<file path="src/rtl/led_out_arbiter.sv">
// led_out_arbiter
//   Shares the single 4-bit LED output register among N_REQ nibble producers.
//   A round-robin search picks one requester per arbitration. The arbiter then
//   holds off further grants for HOLD_CYCLES cycles, so each nibble stays
//   visible on the LEDs for a minimum time.
//
// Ports
//   clk        system clock, rising edge
//   reset      asynchronous, active-high reset
//   req        per-requester request, level-held until ack
//   data       nibble per requester, requester i on bits [4i+3:4i]
//   ack        one-hot, one-cycle grant pulse
//   ff_enable  enable for the LED output register (high during GRANT)
//   ff_D       data for the LED output register (holds last granted nibble)
//   busy       high during GRANT and HOLD
//   last_src   index of the most recently granted requester
module led_out_arbiter #(
  parameter int N_REQ       = 4,
  parameter int HOLD_CYCLES = 8,
  parameter int CW          = 8
) (
  input  logic               clk,
  input  logic               reset,
  input  logic [N_REQ-1:0]   req,
  input  logic [4*N_REQ-1:0] data,
  output logic [N_REQ-1:0]   ack,
  output logic               ff_enable,
  output logic [3:0]         ff_D,
  output logic               busy,
  output logic [2:0]         last_src
);

  typedef enum logic [1:0] {
    IDLE  = 2'd0,
    GRANT = 2'd1,
    HOLD  = 2'd2
  } state_t;

  state_t           state, state_nxt;
  logic [2:0]       rr_ptr, rr_nxt;
  logic [CW-1:0]    hold_cnt, hold_nxt;
  logic [N_REQ-1:0] ack_nxt;
  logic             en_nxt;
  logic [3:0]       d_nxt;
  logic             busy_nxt;
  logic [2:0]       src_nxt;
  logic             found;

  // Next-state and next-output decode; every output is registered below.
  always_comb begin
    state_nxt = state;
    rr_nxt    = rr_ptr;
    hold_nxt  = hold_cnt;
    ack_nxt   = '0;
    en_nxt    = 1'b0;
    d_nxt     = ff_D;
    busy_nxt  = busy;
    src_nxt   = last_src;
    found     = 1'b0;

    case (state)
      IDLE: begin
        // Search order is rr_ptr, rr_ptr+1, ... wrapping at N_REQ. The outer
        // loop walks the priority order; the inner loop uses a constant index
        // so the selection needs no variable bit-select.
        for (int k = 0; k < N_REQ; k++) begin
          for (int i = 0; i < N_REQ; i++) begin
            if (!found && req[i] && (i == ((int'(rr_ptr) + k) % N_REQ))) begin
              found      = 1'b1;
              src_nxt    = 3'(i);
              d_nxt      = data[4*i +: 4];
              ack_nxt[i] = 1'b1;
            end
          end
        end
        if (found) begin
          state_nxt = GRANT;
          en_nxt    = 1'b1;
          busy_nxt  = 1'b1;
        end
      end

      GRANT: begin
        // The winner moves to lowest priority for the next arbitration.
        rr_nxt = (last_src == 3'(N_REQ - 1)) ? 3'd0 : last_src + 3'd1;
        if (HOLD_CYCLES > 0) begin
          state_nxt = HOLD;
          hold_nxt  = CW'(HOLD_CYCLES - 1);
        end else begin
          state_nxt = IDLE;
          busy_nxt  = 1'b0;
        end
      end

      HOLD: begin
        // req is deliberately not looked at here.
        if (hold_cnt == '0) begin
          state_nxt = IDLE;
          busy_nxt  = 1'b0;
        end else begin
          hold_nxt = hold_cnt - CW'(1);
        end
      end

      default: begin
        state_nxt = IDLE;
        busy_nxt  = 1'b0;
      end
    endcase
  end

  // State and output registers. Reset abandons any transfer in flight.
  always_ff @(posedge clk or posedge reset) begin
    if (reset) begin
      state     <= IDLE;
      rr_ptr    <= 3'd0;
      hold_cnt  <= '0;
      ack       <= '0;
      ff_enable <= 1'b0;
      ff_D      <= 4'b0000;
      busy      <= 1'b0;
      last_src  <= 3'd0;
    end else begin
      state     <= state_nxt;
      rr_ptr    <= rr_nxt;
      hold_cnt  <= hold_nxt;
      ack       <= ack_nxt;
      ff_enable <= en_nxt;
      ff_D      <= d_nxt;
      busy      <= busy_nxt;
      last_src  <= src_nxt;
    end
  end

endmodule

</file>
<file path="config.mk">
export PLATFORM = sky130hd
export DESIGN_NAME = led_out_arbiter
export DESIGN_NICKNAME = d
export VERILOG_FILES = /design/src/rtl/led_out_arbiter.sv
export SDC_FILE = /design/constraint.sdc
export NUM_CORES = 1
export LEC_CHECK = 0
export ABC_CLOCK_PERIOD_IN_PS = 1800
export CORE_MARGIN = 8
export CORE_UTILIZATION = 48
export DETAILED_ROUTE_END_ITERATION = 10
export PLACE_DENSITY = 0.76
export SYNTH_ARGS = -nofsm -noshare
export SYNTH_HDL_FRONTEND = slang
export SYNTH_SLANG_ARGS = --single-unit
</file>
<file path="constraint.sdc">
create_clock -name clk -period 1.8 [get_ports clk]
set_input_delay 0.27 -clock clk [delete_from_list [all_inputs] [get_ports clk]]
set_output_delay 0.27 -clock clk [all_outputs]
set_load 0.05 [all_outputs]
</file>
==> results.tsv, run 1 <==
metric	value	unit
status	finished, violations left	
failing checks	setup timing	
die width	81.6	um
Top Usage Layer GRT	met2	
hold-fix buffer count after cts	0	
Setup Skew	2.14	ps
Placement Rows	24	
initial antenna violation count	0	
setup ws final	-191	ps
final core occ	0.780	
Placer Congestion	0.943	
grt met2 use	0.411	
fin crit period	1990	ps
Design Area, Final	3330	sq um
Port Buffers	33	
WHS	342	ps
Post-Synth XOR/XNOR Area	0.00424	
Mapped Avg Cell Area	8.14	sq um
Synth Net Count	279	
Post-route DRC	0	
I/O pins	35	
Yosys warnings	0	
Synth top cells by count	32 x nand2_1, 24 x dfrtp_1, 19 x nor2_1	
proportion of layout cells with a drive suffix above 1	0.396	
DRT Pass-1 Iters	5	
met3 Use GR	0.0405	
total placed cells including tap cells	394	
power density cells	1350	nW/um^2
Post-synth EDFFs	0	
Synth Area in Compound Gates	0.328	
TNS Setup	-282	ps
Worst Tran Pin Value	497	ps
Antenna Cells	0	
ys async rst share	1.00	
Tot Pwr	4.47	mW
Nets	385	
Routed Antenna Nets	0	
Synth cell types	62	
R2R Setup Slk	-190	ps
CP Launch Type	register	
CORE AREA	4260	sq um
GR Util met1	0.284	
Max Fanout on Critical Path	7	
pre-CTS setup slack	-520	ps
Clock Tree Root	clkbuf_8	
Area contributors post-synth	dfrtp_1 29%, nand2_1 5.8%, o21ai_0 4.4%	
launch point of the worst reg-to-reg path	rr_ptr[0]$_DFFE_PP0P_	
Via density	6.39	
vias in the first global route	2673	
Critical R2R Capture	ff_D[0]$_DFFE_PP0P_	
initial core utilization	0.485	
Critical Path RT	1980	ps
#FFs+latches synth	24	
simple-gate area share of the yosys netlist	0.276	
CTS tree	built	
CTS Sinks	24	
post-DP HPWL	5.67	mm
# H-tree levels	1	
die area	6660	sq um
Final Max Tran Viols	0	
clock buffers created by TritonCTS	3	
worst min path class	input port to asynchronous set/reset pin	
DR vias	2626	
Max Cap Viol	0	
Mapped Area	2070	sq um
largest net degree at the start of global routing	25	
Placement Cell Area	2900	sq um
1st-iter DRT viols	281	
Seq/Total Area, Yosys	0.291	
max frequency	502	MHz
Synth area leader	dfrtp_1	
Period Utilization, post-route	1.11	
final wirelength	8.10	mm
Syn Inst Count	254	
Hold Vio Cnt, Final	0	
Max-slew headroom	0.667	
top-area cell type share of the netlist area	0.291	
RSZ-0062 raised after global routing	true	
CP Class	register to register	
Worst VDD drop	1.00	mV
Worst Path Arrival	2170	ps
endpoint type of the worst setup path	register	
drt wl/cell	19.7	um
first-pass GRT wire length	12.6	mm
Worst-path clk slew	90	ps
final cell count without fillers	411	
Post-synth top flop	dfrtp_1	
largest family of logic cells by synthesized area	compound AO/OA/AOI/OAI gates	
total congestion overflow	0	
Leakage	1.45	nW
setup violators final	3	
count leader, synth	nand2_1	
clock latency on the worst-skew pair	270	ps
mux cell area share after synthesis	0.0151	
reg2reg path depth	7	
Total GRT Usage	0.241	
Max clock buf depth	2	
area delta synth->final	60.9	%
Post-Synth Adder-Cell Area	0.0182	
die height	81.6	um
-- cells by family after synthesis --
logic type / count (synthesis)
simple gates: 100
fa+ha+maj: 3
mux: 3
other cells: 1
flops: 24
compound gates: 95
xor+xnor: 1
buf+inv: 27
-- where the power goes --
group	internal (mW)	total (mW)	switching (mW)	leakage, nW
registers	0.740	0.941	0.201	0.293
clock network	0.297	0.479	0.181	0.0357
logic	1.35	3.05	1.70	1.12
total	2.39	4.47	2.08	1.45
-- worst max path at each step --
stage / endpoint / slack, ps / from / depth (start not counted)
detailed placement: ff_D[0]$_DFFE_PP0P_ / -520 / req[3] / 8
CTS: ff_D[0]$_DFFE_PP0P_ / -60 / rr_ptr[1]$_DFFE_PP0P_ / 6
global route: ff_D[0]$_DFFE_PP0P_ / -330 / rr_ptr[1]$_DFFE_PP0P_ / 6
floorplan: ff_D[0]$_DFFE_PP0P_ / 40 / rr_ptr[0]$_DFFE_PP0P_ / 6
finish: ff_D[0]$_DFFE_PP0P_ / -190 / rr_ptr[0]$_DFFE_PP0P_ / 7
global placement: ff_D[0]$_DFFE_PP0P_ / -510 / req[3] / 8
-- layout by cell type (no fill, tap or decap), types with 4 or more instances in the layout --
| master | count |
|---|---|
| a21oi_1 | 10 |
| a21oi_2 | 4 |
| buf_4 | 78 |
| buf_6 | 8 |
| clkdlybuf4s50_1 | 24 |
| dfrtp_1 | 20 |
| dfrtp_2 | 4 |
| inv_1 | 12 |
| nand2_1 | 30 |
| nand3_1 | 10 |
| nor2_1 | 17 |
| nor4_4 | 4 |
| o211ai_1 | 5 |
| o21ai_0 | 11 |
| o21ai_1 | 9 |
| o21bai_1 | 5 |
| o221ai_1 | 6 |
-- routing by layer --
layer / up-vias / routed length, um
met5: - / 0
met3: 44 / 633
met4: 0 / 380
li1: 1179 / -
met1: 1221 / 3140
met2: 182 / 3950
-- cell type report --
| type | instances | area [sq um] |
|---|---|---|
| Inverter | 12 | 45.0 |
| Fill cell | 282 | 938 |
| Multi-Input combinational cell | 203 | 1550 |
| Sequential cell | 24 | 606 |
| Clock buffer | 3 | 41.3 |
| Timing Repair Buffer | 116 | 987 |
| Clock inverter | 1 | 30.0 |
| Tap cell | 52 | 65.1 |
-- critical path, cell delays in order, from the launching register on --
cell and delay (ps):
dfrtp_2 490, nor4_4 410, buf_6 190, nand3_1 110
o2111ai_1 150, o21ai_1 120, a41o_1 260, a31oi_1 170
-- timing repair --
| item | 4_1_cts | 5_1_grt |
|---|---|---|
| resized for setup | 43 | 26 |
| buffers inserted | 11 | 3 |
| endpoints found under the setup margin | 5 | 9 |
| endpoints found under the hold margin | 0 | 0 |
| pin swaps | 18 | 12 |
-- registers in the layout (all words and copies together), names as in the netlist --
register	count
state	2
last_src	2
busy	1
hold_cnt	8
ff_enable	1
ff_D	4
ack	4
rr_ptr	2
Power figures use the tool's default switching activity.
==> run 2: changes to the inputs <==
--- a/config.mk
+++ b/config.mk
@@ -9,6 +9,8 @@
 export CORE_MARGIN = 8
 export CORE_UTILIZATION = 48
 export DETAILED_ROUTE_END_ITERATION = 10
+export GPL_ROUTABILITY_DRIVEN = 0
+export GPL_TIMING_DRIVEN = 0
 export PLACE_DENSITY = 0.76
 export SYNTH_ARGS = -nofsm -noshare
 export SYNTH_HDL_FRONTEND = slang
==> run 2 against run 1 <==
The flow still finishes with violations (setup timing). Sequential share of layout area rose by 3.9 points. Register-to-register slack better by 60 ps. Clock power down 25%. First-iteration DRC count shrank 5.7%. Clock skew is essentially flat. Hold slack gained 140 ps. Core utilization is 14 points lower. Highest routed layer unchanged. Worst setup slack better by 60 ps.
==> results.tsv, run 2 (synthesized netlist as in run 1, its figures left out) <==
metric	value	unit	change
die height	81.6	um	unchanged
Max clock buf depth	2		unchanged
total congestion overflow	0		unchanged
max frequency	518	MHz	+3.1%
internal power	1.96	mW	-18%
Worst Tran Pin Value	888	ps	+390 ps
CP Class	register to register		
1st-iter DRT viols	265		-5.7%
Max stage delay cell, worst path	dfrtp_2		
Total GRT Usage	0.212		-0.0295
Worst-path clk slew	80	ps	about the same
Worst Path Arrival	2080	ps	-90 ps
Via density	6.58		+3.0%
RSZ-0062 raised after global routing	true		
clock buffers created by TritonCTS	3		unchanged
vias in the first global route	2284		-15%
die area	6660	sq um	unchanged
commonest cells after routing, fill and taps aside	30 x nand2_1, 28 x clkdlybuf4s50_1, 21 x dfrtp_1		
DR vias	2324		-12%
final wirelength	6.61	mm	-18%
Max Cap Viol	0		unchanged
Routed Antenna Nets	0		unchanged
Max Fanout on Critical Path	6		-1
Port Buffers	31		-6.1%
Sw Ratio	0.485		+0.0194
Clock Tree Root	clkbuf_8		
Max-slew headroom	0.408		-0.260
Critical Path RT	1950	ps	-30 ps
CTS tree	built		
P_sw	1.85	mW	-11%
crit path cell chain	buf_6 -> nor4_4 -> buf_4 -> nand2_4 -> o22a_1 -> a21oi_2 -> o21bai_1 -> o41a_1		
endpoint type of the worst setup path	register		
most common cell after layout, fill and taps aside	nand2_1		
drt wl/cell	18.7	um	-5.1%
CP Launch Type	register		
DRT Pass-1 Iters	5		unchanged
Antenna Cells	0		unchanged
clock latency on the worst-skew pair	260	ps	about the same
Leakage	1.11	nW	-23%
Hold Vio Cnt, Final	0		unchanged
# H-tree levels	1		unchanged
WHS	486	ps	+144 ps
proportion of layout cells with a drive suffix above 1	0.226		-0.170
largest net degree at the start of global routing	25		unchanged
Nets	327		-15%
die width	81.6	um	unchanged
worst min path class	input port to asynchronous set/reset pin		
CTS Sinks	24		unchanged
clock group share of total power	0.094		-0.013
TNS Setup	-374	ps	-92.0 ps
area delta synth->final	32.5	%	
Worst path max stage delay	460	ps	-30 ps
failing checks	setup timing		
first-pass GRT wire length	11.2	mm	-12%
hold-fix buffer count after cts	0		unchanged
Setup Skew	2.45	ps	+0.307 ps
initial antenna violation count	0		unchanged
combinational power share	0.667		-0.016
Final Max Tran Viols	0		unchanged
setup violators final	4		+1
sequential share of power	0.239		+0.029
Period Utilization, post-route	1.07		-0.0334
CORE AREA	4260	sq um	unchanged
Top reg by flops	hold_cnt		
setup ws final	-131	ps	+60.2 ps
I/O pins	35		unchanged
power density cells	1390	nW/um^2	+3.4%
fin crit period	1930	ps	-60.2 ps
initial core utilization	0.485		unchanged
Worst VDD drop	0.720	mV	-28%
pre-CTS setup slack	-632	ps	-113 ps
max reg flops	8		unchanged
Placement Rows	24		unchanged
Post-route DRC	0		unchanged
post-DP HPWL	4.82	mm	-15%
biggest regs	hold_cnt: 8 flops, ack: 4 flops, ff_D: 4 flops		
status	finished, violations left		
[run 2: stage by stage]
stage | total power, mW | area [sq um] | instances | utilization
6_report | 3.81 | 2740 | 353 | 0.642
2_1_floorplan | 2.51 | 2070 | 254 | -
3_3_place_gp | 3.12 | 2440 | 337 | 0.573
5_1_grt | 4.09 | 2740 | 353 | 0.642
4_1_cts | 3.74 | 2680 | 352 | 0.629
3_5_place_dp | 3.16 | 2440 | 337 | 0.573
[run 2: routing by layer]
| layer | track usage | wire, um | vias up | share of wire |
|---|---|---|---|---|
| met3 | 0.0427 | 579 | 22 | 0.088 |
| met5 | 0 | 0 | - | 0 |
| li1 | - | - | 1061 | - |
| met2 | 0.331 | 3070 | 139 | 0.47 |
| met4 | 0.0947 | 242 | 0 | 0.037 |
| met1 | 0.276 | 2710 | 1102 | 0.41 |
[run 2: power groups by stage]
| stage | Sequential (mW) | Combinational, mW | Clock (mW) |
|---|---|---|---|
| after floorplan | 1.27 | 1.24 | 0 |
| after global placement | 0.910 | 2.21 | 0 |
| after detailed placement | 0.910 | 2.25 | 0 |
| after CTS | 0.900 | 2.46 | 0.371 |
| after global routing | 0.939 | 2.75 | 0.395 |
| final | 0.909 | 2.54 | 0.358 |
[run 2: final cells by class]
type | count | area, sq um
inverter | 12 | 45.0
sequential | 24 | 604
timing repair buffer | 44 | 419
buffer | 14 | 100
tap | 52 | 65.1
fill | 367 | 1530
multi-input combinational | 203 | 1450
clock buffer | 4 | 55.1
[run 2: path summary, 6_finish.rpt]
| check | cells after the start | slack [ps] | start | endpoint |
|---|---|---|---|---|
| worst max-delay path | 8 | -130 | rr_ptr[1]$_DFFE_PP0P_ | ff_D[3]$_DFFE_PP0P_ |
| max in group asynchronous | 2 | 700 | reset | rr_ptr[1]$_DFFE_PP0P_ |
| worst min-delay path | 2 | 490 | reset | busy$_DFFE_PP0P_ |
| min in group clk | 2 | 490 | busy$_DFFE_PP0P_ | busy$_DFFE_PP0P_ |
| worst max register to register | 8 | -130 | rr_ptr[1]$_DFFE_PP0P_ | ff_D[3]$_DFFE_PP0P_ |
| worst min register to register | 2 | 490 | busy$_DFFE_PP0P_ | busy$_DFFE_PP0P_ |
[run 2: timing repair]
| item | 4_1_cts | 5_1_grt |
|---|---|---|
| pin swaps | 19 | 10 |
| setup buffers | 12 | 1 |
| setup endpoints to repair | 6 | 11 |
| resized for setup | 29 | 12 |
[run 2: worst max-delay path: cells and delay by family (launching register included)]
kind	cells	cell delay [ps]
AND/OR/NAND/NOR	2	440
flip-flops	1	460
buffers and inverters	2	360
AO/OA/AOI/OAI	4	560
==> run 3: changes to the inputs <==
--- a/config.mk
+++ b/config.mk
@@ -11,7 +11,10 @@
 export DETAILED_ROUTE_END_ITERATION = 10
 export GPL_ROUTABILITY_DRIVEN = 0
 export GPL_TIMING_DRIVEN = 0
+export HOLD_SLACK_MARGIN = 0.05
 export PLACE_DENSITY = 0.76
+export SETUP_SLACK_MARGIN = 0.15
+export SKIP_CTS_REPAIR_TIMING = 1
 export SYNTH_ARGS = -nofsm -noshare
 export SYNTH_HDL_FRONTEND = slang
 export SYNTH_SLANG_ARGS = --single-unit
==> run 3 against run 2 <==
Power increased by 5.7%. Non-clock buffer count increased by 8. Largest cell class unchanged. Via count rose by 3.9%. Clock skew rose by 0.51 ps. The run still ends with setup timing left. Worst setup slack got worse by 8.1 ps. Register-to-register slack hardly changed. Critical path depth is 2 lower. Cell count grew 2.3%. Die area unchanged. Combinational power rose by 9.4%. Count of clock-buffer cells in the layout did not move. Sequential share of layout area fell by 1.1 points.
==> results.tsv, run 3 (synthesized netlist as in run 1, its figures left out) <==
metric	value	unit	change
status	finished, violations left		
failing checks	setup timing		
largest net degree at the start of global routing	25		unchanged
worst min path class	input port to asynchronous set/reset pin		
CORE AREA	4260	sq um	unchanged
vias in the first global route	2053		-10%
total congestion overflow	0		unchanged
I/O pins	35		unchanged
clock group share of total power	0.081		-0.013
Leakage	1.30	nW	+17%
Antenna Cells	0		unchanged
sequential share of power	0.230		-0.009
internal power	2.06	mW	+5.1%
final cell count without fillers	361		+2.3%
Max Fanout on Critical Path	5		-1
proportion of layout cells with a drive suffix above 1	0.282		+0.0556
Max clock buf depth	2		unchanged
Setup Skew	2.96	ps	+0.513 ps
initial antenna violation count	0		unchanged
clock latency on the worst-skew pair	270	ps	about the same
# H-tree levels	1		unchanged
Post-route DRC	0		unchanged
die width	81.6	um	unchanged
clock buffers created by TritonCTS	3		unchanged
die height	81.6	um	unchanged
Worst Path Arrival	2080	ps	about the same
drt wl/cell	19.4	um	+3.5%
Worst VDD drop	0.885	mV	+23%
max reg flops	8		unchanged
Total GRT Usage	0.182		-0.0293
Final Max Tran Viols	0		unchanged
Max-slew headroom	0.396		-0.0115
power density cells	1390	nW/um^2	-0.27%
most common cell after layout, fill and taps aside	nand2_1		
setup ws final	-139	ps	-8.10 ps
biggest regs	hold_cnt: 8 flops, ack: 4 flops, ff_D: 4 flops		
Max Cap Viol	0		unchanged
Critical Path RT	1940	ps	about the same
P_sw	1.97	mW	+6.5%
Routed Antenna Nets	0		unchanged
# fillers	351		-4.4%
crit path cell chain	or4b_4 -> o21ai_4 -> a221oi_2 -> o31ai_2 -> a41o_1 -> a31oi_1		
Clock Tree Root	clkbuf_8		
first-pass GRT wire length	9.68	mm	-13%
Design Area, Final	2900	sq um	+6.0%
Placement Rows	24		unchanged
Max stage delay cell, worst path	or4b_4		
RSZ-0062 raised after global routing	true		
Hold Vio Cnt, Final	0		unchanged
Via density	6.69		+1.6%
final wirelength	6.99	mm	+5.8%
initial core utilization	0.485		unchanged
total placed cells including tap cells	337		unchanged
final core occ	0.681		+0.0387
CP Launch Type	register		
CTS tree	built		
post-DP HPWL	4.54	mm	-5.9%
Sw Ratio	0.488		+0.00333
Placement Cell Area	2470	sq um	+1.2%
Period Utilization, post-route	1.08		+0.00450
area delta synth->final	40.5	%	
die area	6660	sq um	unchanged
fin crit period	1940	ps	+8.10 ps
cell type group with the largest total delay on the critical path	compound AO/OA/AOI/OAI gates		
combinational power share	0.689		+0.022
1st-iter DRT viols	258		-2.6%
endpoint type of the worst setup path	register		
Port Buffers	31		unchanged
DR vias	2414		+3.9%
DRT Pass-1 Iters	6		+1
max frequency	516	MHz	-0.42%
Nets	335		+2.4%
commonest cells after routing, fill and taps aside	30 x nand2_1, 21 x buf_4, 18 x nor2_1		
Top reg by flops	hold_cnt		
sum of buffers and inverters on the critical path	0		-2
CTS Sinks	24		unchanged
Worst path max stage delay	610	ps	+150 ps
Worst-path clk slew	80	ps	about the same
Worst Tran Pin Value	905	ps	+17.2 ps
CP Class	register to register		
setup violators final	3		-1
## run 3: cell types whose count changed in the layout (fill, tap and decap cells not counted), sizes merged
cell / before / now
buf: 24 / 32
dlymetal6s2s: 1 / 14
clkdlybuf4s50: 28 / 17
clkinvlp: 0 / 1
inv: 12 / 11
dlygate4sd2: 2 / 0
## run 3: worst paths after layout
path,slack [ps],start,to,cells past startpoint
setup reg to reg,-140,rr_ptr[0]$_DFFE_PP0P_,ff_D[0]$_DFFE_PP0P_,6
hold reg to reg,490,busy$_DFFE_PP0P_,busy$_DFFE_PP0P_,2
hold / removal,490,reset,busy$_DFFE_PP0P_,2
max in group asynchronous,690,reset,rr_ptr[1]$_DFFE_PP0P_,2
min in group clk,490,busy$_DFFE_PP0P_,busy$_DFFE_PP0P_,2
setup / recovery,-140,rr_ptr[0]$_DFFE_PP0P_,ff_D[0]$_DFFE_PP0P_,6
## run 3: layout make-up
| type | instances | area (sq um) | share of cell area |
|---|---|---|---|
| inverters | 12 | 48.8 | 0.0168 |
| plain buffers | 15 | 123 | 0.0422 |
| well taps | 52 | 65.1 | 0.0224 |
| multi-input cells | 203 | 1500 | 0.517 |
| clock buffers | 4 | 45.0 | 0.0155 |
| repair buffers | 51 | 510 | 0.176 |
| flip-flops and latches | 24 | 609 | 0.210 |
## run 3: through the flow
| stage | hold slack [ps] | total power, mW | setup slack [ps] | TNS [ps] |
|---|---|---|---|---|
| finish | 485 | 4.03 | -139 | -206 |
| global route | 521 | 4.27 | -160 | -453 |
| CTS | 494 | 3.51 | -238 | -857 |
| detailed placement | 473 | 3.17 | -515 | -2070 |
| global placement | 469 | 3.15 | -523 | -1910 |
| floorplan | 285 | 2.54 | 102 | 0 |
## run 3: power groups by stage
stage          Sequential [mW]  Combinational, mW  Clock (mW)
2_1_floorplan             1.27               1.27           0
3_3_place_gp             0.912               2.24           0
3_5_place_dp             0.914               2.26           0
4_1_cts                  0.908               2.27       0.331
5_1_grt                  0.954               2.96       0.354
6_report                 0.928               2.78       0.327
## run 3: metal layers
metal | up-vias | track usage | wire (um)
li1 | 1079 | - | -
met1 | 1115 | 0.239 | 2780
met2 | 184 | 0.287 | 3260
met3 | 36 | 0.0503 | 705
met4 | 0 | 0.0509 | 245
met5 | - | 0 | 0
